[src/rtl/carry_period_monitor_pkg.sv]
// Shared definitions for the carry period monitor: FSM encodings and default widths.
package carry_period_monitor_pkg;

    localparam int DEFAULT_PERIOD_W = 8;
    localparam int DEFAULT_WRAP_W   = 8;

    typedef enum logic [1:0] {
        ST_IDLE    = 2'd0,
        ST_ARMED   = 2'd1,
        ST_MEASURE = 2'd2,
        ST_TIMEOUT = 2'd3
    } mon_state_e;

endpackage

[src/rtl/carry_period_monitor_if.sv]
// Period hand-off channel: the monitor drives period/period_valid, downstream drives out_ready.
interface carry_period_monitor_if
    import carry_period_monitor_pkg::*;
#(
    parameter int PERIOD_W = DEFAULT_PERIOD_W
);
    logic [PERIOD_W-1:0] period;
    logic                period_valid;
    logic                out_ready;

    modport master (
        output period,
        output period_valid,
        input  out_ready
    );

    modport slave (
        input  period,
        input  period_valid,
        output out_ready
    );
endinterface

[src/rtl/carry_period_monitor_sat_counter.sv]
// Up-counter that sticks at all-ones; clear has priority over increment.
module sat_counter #(
    parameter int W = 8
) (
    input  logic         clock,
    input  logic         reset_n,
    input  logic         clear,
    input  logic         inc,
    output logic [W-1:0] count
);
    logic [W-1:0] count_reg;

    always_ff @(posedge clock) begin
        if (reset_n || clear) begin
            count_reg <= '0;
        end else if (inc && !(&count_reg)) begin
            count_reg <= count_reg + W'(1);
        end
    end

    assign count = count_reg;
endmodule

[src/rtl/carry_period_monitor.sv]
// Measures carry-to-carry intervals, counts wraps, flags timeouts and hands periods downstream.
// Optional min/max period tracking is compiled in when PERIOD_MINMAX_EN is defined.
module carry_period_monitor
    import carry_period_monitor_pkg::*;
#(
    parameter int PERIOD_W = DEFAULT_PERIOD_W,
    parameter int WRAP_W   = DEFAULT_WRAP_W
) (
    input  logic                clock,
    input  logic                reset_n,
    input  logic                enable,
    input  logic                clear_stats,
    input  logic                carry_in,
    input  logic [PERIOD_W-1:0] timeout_limit,
    carry_period_monitor_if.master out_if,
    output logic [WRAP_W-1:0]   wraps,
    output logic                timeout,
    output logic                overrun,
    output logic [PERIOD_W-1:0] min_period,
    output logic [PERIOD_W-1:0] max_period
);
    mon_state_e          state_reg, state_next;
    logic                cnt_clear, cnt_inc;
    logic                capture_evt;
    logic                accept;
    logic                wrap_inc;
    logic [PERIOD_W-1:0] cnt;
    logic [PERIOD_W:0]   cnt_plus1;
    logic [PERIOD_W-1:0] measured;

    logic [PERIOD_W-1:0] period_reg;
    logic                period_valid_reg;
    logic                overrun_reg;
    logic                timeout_reg;

    // One extra bit so a saturated count never matches any timeout limit.
    assign cnt_plus1 = {1'b0, cnt} + {{PERIOD_W{1'b0}}, 1'b1};
    assign measured  = (&cnt) ? cnt : cnt_plus1[PERIOD_W-1:0];

    sat_counter #(.W(PERIOD_W)) u_cnt (
        .clock   (clock),
        .reset_n (reset_n),
        .clear   (cnt_clear),
        .inc     (cnt_inc),
        .count   (cnt)
    );

    always_ff @(posedge clock) begin
        if (reset_n) begin
            state_reg <= ST_IDLE;
        end else begin
            state_reg <= state_next;
        end
    end

    always_comb begin
        state_next  = state_reg;
        cnt_clear   = 1'b0;
        cnt_inc     = 1'b0;
        capture_evt = 1'b0;
        if (!enable) begin
            state_next = ST_IDLE;
            cnt_clear  = 1'b1;
        end else begin
            case (state_reg)
                ST_IDLE: begin
                    cnt_clear  = 1'b1;
                    state_next = ST_ARMED;
                end
                ST_ARMED: begin
                    if (carry_in) begin
                        cnt_clear  = 1'b1;
                        state_next = ST_MEASURE;
                    end
                end
                ST_MEASURE: begin
                    if (carry_in) begin
                        cnt_clear   = 1'b1;
                        capture_evt = 1'b1;
                    end else begin
                        cnt_inc = 1'b1;
                        if ((timeout_limit != '0) && (cnt_plus1 == {1'b0, timeout_limit})) begin
                            state_next = ST_TIMEOUT;
                        end
                    end
                end
                ST_TIMEOUT: begin
                    // The interval that timed out is meaningless, so re-reference without capturing.
                    if (carry_in) begin
                        cnt_clear  = 1'b1;
                        state_next = ST_MEASURE;
                    end
                end
                default: begin
                    state_next = ST_IDLE;
                    cnt_clear  = 1'b1;
                end
            endcase
        end
    end

    assign accept   = !period_valid_reg || out_if.out_ready;
    assign wrap_inc = enable && (state_reg != ST_IDLE) && carry_in && !clear_stats;

    sat_counter #(.W(WRAP_W)) u_wraps (
        .clock   (clock),
        .reset_n (reset_n),
        .clear   (clear_stats),
        .inc     (wrap_inc),
        .count   (wraps)
    );

    always_ff @(posedge clock) begin
        if (reset_n) begin
            period_reg       <= '0;
            period_valid_reg <= 1'b0;
            overrun_reg      <= 1'b0;
            timeout_reg      <= 1'b0;
        end else begin
            timeout_reg <= (state_next == ST_TIMEOUT);
            if (capture_evt && accept) begin
                period_reg       <= measured;
                period_valid_reg <= 1'b1;
            end else if (out_if.out_ready) begin
                period_valid_reg <= 1'b0;
            end
            if (clear_stats) begin
                overrun_reg <= 1'b0;
            end else if (capture_evt && !accept) begin
                overrun_reg <= 1'b1;
            end
        end
    end

`ifdef PERIOD_MINMAX_EN
    logic [PERIOD_W-1:0] min_period_reg, max_period_reg;

    always_ff @(posedge clock) begin
        if (reset_n || clear_stats) begin
            min_period_reg <= '1;
            max_period_reg <= '0;
        end else if (capture_evt && accept) begin
            if (measured < min_period_reg) min_period_reg <= measured;
            if (measured > max_period_reg) max_period_reg <= measured;
        end
    end

    assign min_period = min_period_reg;
    assign max_period = max_period_reg;
`else
    assign min_period = '0;
    assign max_period = '0;
`endif

    assign out_if.period       = period_reg;
    assign out_if.period_valid = period_valid_reg;
    assign overrun             = overrun_reg;
    assign timeout             = timeout_reg;
endmodule

[src/flat_wrapper.sv]
// flat-port wrapper written by rule: the top's interface ports become plain ports
module carry_period_monitor_flat import carry_period_monitor_pkg::*;
#(
    parameter int PERIOD_W = DEFAULT_PERIOD_W,
    parameter int WRAP_W   = DEFAULT_WRAP_W
)
  (clock, reset_n, enable, clear_stats, carry_in, timeout_limit, wraps, timeout, overrun, min_period, max_period, out_if_period, out_if_period_valid, out_if_out_ready);
  carry_period_monitor_if #(.PERIOD_W(PERIOD_W)) out_if_i ();
  input  logic clock;
  input  logic reset_n;
  input  logic enable;
  input  logic clear_stats;
  input  logic carry_in;
  input  logic [PERIOD_W-1:0] timeout_limit;
  output logic [WRAP_W-1:0] wraps;
  output logic timeout;
  output logic overrun;
  output logic [PERIOD_W-1:0] min_period;
  output logic [PERIOD_W-1:0] max_period;
  output wire logic [$bits(out_if_i.period)-1:0] out_if_period;
  output wire logic [$bits(out_if_i.period_valid)-1:0] out_if_period_valid;
  input wire logic [$bits(out_if_i.out_ready)-1:0] out_if_out_ready;
  assign out_if_period = out_if_i.period;
  assign out_if_period_valid = out_if_i.period_valid;
  assign out_if_i.out_ready = out_if_out_ready;
  carry_period_monitor #(.PERIOD_W(PERIOD_W), .WRAP_W(WRAP_W)) u_core (.clock(clock), .reset_n(reset_n), .enable(enable), .clear_stats(clear_stats), .carry_in(carry_in), .timeout_limit(timeout_limit), .out_if(out_if_i), .wraps(wraps), .timeout(timeout), .overrun(overrun), .min_period(min_period), .max_period(max_period));
endmodule
[config.mk]
export PLATFORM = sky130hd
export DESIGN_NAME = carry_period_monitor_flat
export DESIGN_NICKNAME = d
export VERILOG_FILES = /design/src/rtl/carry_period_monitor_pkg.sv /design/src/rtl/carry_period_monitor_if.sv /design/src/rtl/carry_period_monitor_sat_counter.sv /design/src/rtl/carry_period_monitor.sv /design/src/flat_wrapper.sv
export SDC_FILE = /design/constraint.sdc
export NUM_CORES = 1
export LEC_CHECK = 0
export CORE_MARGIN = 2
export CORE_UTILIZATION = 48
export CTS_CLUSTER_DIAMETER = 100
export DETAILED_ROUTE_END_ITERATION = 8
export PLACE_DENSITY = 0.79
export SETUP_SLACK_MARGIN = 0.5
export SLEW_MARGIN = 20
export SYNTH_ARGS = -nofsm -noshare
export SYNTH_HDL_FRONTEND = slang
export SYNTH_SLANG_ARGS = --single-unit
[constraint.sdc]
create_clock -name clock -period 2.19 [get_ports clock]
set_input_delay 0.219 -clock clock [delete_from_list [all_inputs] [get_ports clock]]
set_output_delay 0.219 -clock clock [all_outputs]
set_load 0.02 [all_outputs]
# --- After elaboration in Yosys (flattened, before gate mapping) ---
# Index checks and enable logic that the tools add are counted.
op_classes:
  addsub: 3
  n_eq_ne: 5
  mux: 16
  n_reduce_logical: 25
ops:
  columns: ["op", "count"]
  rows:
  - ["$add A8 B1 Y8 const B", 2]
  - ["$reduce_and A8 Y1", 2]
  - ["$add A8 B1 Y9 const B", 1]
  - ["$eq A9 B8 Y1", 1]
  - ["$mux W1", 9]
  - ["$logic_and A1 B1 Y1", 8]
  - ["$mux W2", 4]
  - ["$mux W8", 1]
  - ["$reduce_bool A8 Y1", 1]
  - ["$eq A2 B2 Y1 const B", 3]
  - ["$pmux W2 S3", 1]
  - ["$logic_not A1 Y1", 5]
  - ["$reduce_bool A2 Y1", 2]
  - ["$reduce_or A2 Y1", 2]
  - ["$logic_or A1 B1 Y1", 3]
  - ["$reduce_or A3 Y1", 1]
  - ["$eq A2 B1 Y1 const B", 1]
  - ["$logic_not A2 Y1", 1]
  - ["$pmux W1 S2", 1]
word_totals:
  ff_bits: 29

# --- Longest topological paths before layout ---
depth:
  ltp_word: 8
  depth_mapped: 7
  ltp_nobuf: 6

# --- Cells and area by module ---
# A second synthesis with hierarchy kept.
unflattened:
  cells_unflattened: 208
  hier_area_um2: 1800.5
by_module_without_submodules:
  columns: ["module", "n_inst", "cells_per_inst", "area_each_um2", "seq_area_each_um2"]
  rows:
  - ["carry_period_monitor", 1, 120, 959.7, 260.2]
  - ["sat_counter", 2, 44, 420.4, 160.2]

# --- Worst setup path before layout ---
# Ideal clock, no wire load.
synth_path:
  path_type: "reg-to-reg"
  from: "register u_core.u_cnt.count_reg[1] (netlist: u_core.u_cnt.count[1])"
  to: "register u_core.u_cnt.count_reg[3] (netlist: u_core.u_cnt.count[3])"
  setup_time_ps: 124
  arrival_time_ps: 1687
  t_required_ps: 2066
  path_slack_ps: 378
  stages_incl_launch_ff: 8
  path_buffers: 1
  period_less_slack_ps: 1812
  path_cell_list: "dfxtp_1 -> ha_1 -> buf_6 -> and3_4 -> a2111oi_4 -> nand4_1 -> xor2_1 -> nor2_1"
synth_between:
  elab_chain_len: 3
synth_lines:
  columns: ["item", "line_no", "source"]
  rows:
  - ["start: declaration", "carry_period_monitor_sat_counter.sv:11", "logic [W-1:0] count_reg;"]
  - ["start signal: assignment", "carry_period_monitor_sat_counter.sv:17", "count_reg <= count_reg + W'(1);"]
  - ["parallel branches: the longest is 3 deep, another holds $add A8 B1 Y8", null, null]
# Parallel ways; which one is timed is not known.
# A chain may end at the register's enable or synchronous reset.

# --- Worst setup path in the final report ---
layout_path:
  from: "register u_core.u_cnt.count_reg[1] (netlist: u_core.u_cnt.count[1])"
  to: "register u_core.state_reg[0]"
layout_between:
  elab_chain_len: 7
layout_lines:
  columns: ["item", "line_no", "source"]
  rows:
  - ["$add A8 B1 Y9", "carry_period_monitor.sv:37", "assign cnt_plus1 = {1'b0, cnt} + {{PERIOD_W{1'b0}}, 1'b1};"]
  - ["named net u_core.cnt_plus1[1]", "carry_period_monitor.sv:28", "logic [PERIOD_W:0] cnt_plus1;"]
  - ["$eq A9 B8 Y1", "carry_period_monitor.sv:82", "if ((timeout_limit != '0) && (cnt_plus1 == {1'b0, timeout_limit})) begin"]
  - ["$logic_and A1 B1 Y1", "carry_period_monitor.sv:82", null]
  - ["$mux W2", "carry_period_monitor.sv:82", null]
  - ["$mux W2", "carry_period_monitor.sv:77", "if (carry_in) begin"]
  - ["$pmux W2 S3", "carry_period_monitor.sv:65", "case (state_reg)"]
  - ["$mux W2", "carry_period_monitor.sv:61", "if (!enable) begin"]
  - ["end signal: assignment", "carry_period_monitor.sv:52", "state_reg <= state_next;"]
  - ["end: declaration", "carry_period_monitor.sv:22", "mon_state_e state_reg, state_next;"]
# The timed path passes the listed nets, and every way through them passes these cells.

==> impl_metrics.py <==
metrics = {
    "synthesis": {
        "synth_top_family_by_area": "simple AND/OR/NAND/NOR gates",
        "synth_edf_count": 0,
        "synthAdderAreaFrac_pct": 1.99,
        "synth.most_common_cell": "dfxtp_1",
        "async_reset_ff_share_pct": 0,
        "yosys_warnings": 0,
        "synth_ff_type": "dfxtp_1",
        "yosysTopAreaCellShare_pct": 33.0,
        "synth_xor_area_share_pct": 11.9,
        "synth-compound-area-share_pct": 11.2,
        "yosysTopAreaCell": "dfxtp_1",
        "synth.avg_cell_area_um2": 8.43,
        "synthMuxAreaShare_pct": 2.84,
        "synth_area_um2": 1760,
        "ys_seq_area_share_pct": 33.0,
        "synthTopCellsByArea": "dfxtp_1, buf_4, xor2_1",
        "ys_ff_latch": 29,
        "yosys.area_share.simple_pct": 27.3,
        "yosysUniqueCellTypes": 51,
        "syn_inst": 209,
        "synth_common_cells": "dfxtp_1, nor2_1, buf_4",
    },
    "pwr": {
        "total_power_mw": 1.09,
        "switchingPower_mw": 0.260,
        "switching_share_pct": 23.8,
        "power_density_nw_per_um2": 469,
        "peakVddDrop_uv": 204,
        "p_comb_share_pct": 10.3,
        "p_seq_share_pct": 48.8,
        "p_leak_nw": 0.829,
        "pwr-share-clk_pct": 40.8,
        "p_int_mw": 0.830,
    },
    "drt": {
        "wirelength_mm": 3.93,
        "dr.first_iter.drc_count": 102,
        "viasPerCell": 5.25,
        "wl_met3_um": 212,
        "wl_met2_mm": 1.93,
        "final_antenna_net_count": 0,
        "vias": 1580,
        "drt_first_pass_iters": 4,
        "dr.max_layer_used": "met4",
        "drc": 0,
        "wl_met1_mm": 1.67,
        "routedWlPerCell_um": 13.1,
    },
    "status": {
        "status": "completed",
    },
    "die": {
        "dieArea_um2": 4170,
        "die_x_um": 64.6,
        "die_y_um": 64.6,
        "io_pins": 49,
        "core_um2": 3610,
        "start_util_pct": 48.9,
        "rows": 22,
    },
    "finish": {
        "diodes": 0,
        "layout-drive-gt1-share_pct": 17.8,
        "stdcell_count": 301,
        "final_util_pct": 64.4,
        "area_growth_pct": 31.9,
        "fill_cells": 300,
        "nNetsFinal": 268,
    },
    "grt": {
        "grt_overflow": 0,
        "grt_max_degree": 14,
        "antenna_found_initial": 0,
        "grt_pass1_wl_mm": 6.32,
        "grt_util_all_layers_pct": 19.7,
        "first_global_vias": 1458,
    },
    "setup_path": {
        "crit_family": "compound AO/OA/AOI/OAI gates",
        "slowest_stage": "dfxtp_4",
        "worst-path-buf-inv": 0,
        "cp.arrival_ps": 1910,
        "criticalPathCategory": "flop to flop",
        "path_cells": "ha_4 -> xnor2_4 -> o2111ai_2 -> nor4_2 -> nand4b_1 -> o41ai_2",
        "worstSetupStartpoint": "u_core.u_cnt.count[1]",
        "end_kind": "flop",
        "cp.depth": 6,
        "cp_max_fo": 5,
        "critPathRequiredTime_ps": 2370,
        "cp-start-kind": "flop",
        "reg2reg_to": "u_core.state_reg[0]",
        "reg2reg_slack_ps": 460,
        "slowest_delay_ps": 370,
        "r2r_cells": 6,
        "crit_end": "u_core.state_reg[0]",
        "rr_startpoint": "u_core.u_cnt.count[1]",
    },
    "timing": {
        "fin_crit_sh_pct": 79.1,
        "fin_skew_ps": 6.85,
        "max_freq_mhz": 577,
        "finalHoldWorstSlack_ps": 480,
        "report.final.setup_viol": 0,
        "period_needed_ps": 1730,
        "tns_ps": 0,
        "hold_violations": 0,
        "drv_slew": 0,
        "rsz0062_at_grt": "true",
    },
    "place": {
        "numPortBuffers": 32,
        "place_congestion": 0.854,
        "placed_cells": 282,
        "dp_hpwl_mm": 2.79,
    },
    "job": {
        "cap_viol_max_count": 0,
    },
    "clock_network": {
        "clock-root-buffer": "clkbuf_8",
        "cts_sinks": 29,
        "clk-insertion-delay-late_ps": 280,
        "cts_buffer_depth": 2,
        "cts_tree": "done",
        "cts.hold.buffers_added": 0,
        "cts_inserted_buffers": 5,
        "h-tree-depth": 2,
        "clkTransAtPathRegs_ps": 60,
    },
    "hold_path": {
        "hold_class": "flop to flop",
    },
}
power groups by stage:
stage	sequential (mW)	clock (mW)	combinational, mW
floorplan	0.546	0	0.0781
global placement	0.544	0	0.103
detailed placement	0.544	0	0.104
CTS	0.532	0.452	0.106
global route	0.532	0.479	0.121
finish	0.532	0.445	0.112
per-stage QoR:
step	setup slack (ps)	cell area, um2
floorplan	460	1830
global placement	224	2060
detailed placement	166	2060
CTS	401	2190
global route	387	2320
finish	458	2320
worst min-delay path: stages (launching register included):
cell	delay, ps
dfxtp_1	330
a21oi_1	50
nor2_1	70
how the worst min path moves through the flow:
stage | from | endpoint | slack (ps) | cells past startpoint
finish | u_core.overrun | u_core.overrun | 480 | 2
CTS | u_core.out_if.period[6] | u_core.out_if.period[6] | 480 | 2
global placement | u_core.out_if.period[6] | u_core.out_if.period[6] | 460 | 2
global route | u_core.out_if.period[6] | u_core.out_if.period[6] | 510 | 2
detailed placement | u_core.overrun | u_core.overrun | 470 | 2
floorplan | reset_n | u_core.state_reg[1] | 320 | 1
cell usage in the layout, fill, tap and decap left out, drive strengths merged, types with 4 or more instances in the layout:
master         instances
clkdlybuf4s50         32
dfxtp                 29
nor2                  28
conb                  16
nand2                 16
buf                   16
xor2                  14
a21oi                 10
xnor2                 10
clkbuf                 8
nand4                  6
nand3                  6
mux2i                  5
nand2b                 4
o22ai                  4
nor4                   4
inv                    4
and3                   4
cells by family after synthesis:
group | after synthesis
adders and majority gates | 3
muxes | 5
DFF | 29
buffers and inverters | 31
xor gates and xnor gates | 24
AOI/OAI and AO/OA | 27
other | 1
and+or+nand+nor | 89
what timing repair did:
| item | CTS | global route |
|---|---|---|
| endpoints found under the setup margin | 8 | 12 |
| buffers inserted | 4 | 7 |
| resized for setup | 3 | 14 |
| pin swaps | 1 | 7 |
metal layers:
metal	vias up	global-route usage [%]
met5	-	0
met4	0	10.4
met3	14	5.56
met2	67	32.0
met1	716	23.5
li1	783	-
cell type report:
type                    count  area [um2]  area share, %
flip-flops and latches     29         592           25.5
repair buffers             48         460           19.8
multi-input cells         164        1110           47.6
clock buffers               8        90.1           3.88
inverters                   4        15.0          0.646
well taps                  48        60.1           2.58
No activity file was read; power rests on OpenSTA's default activity.
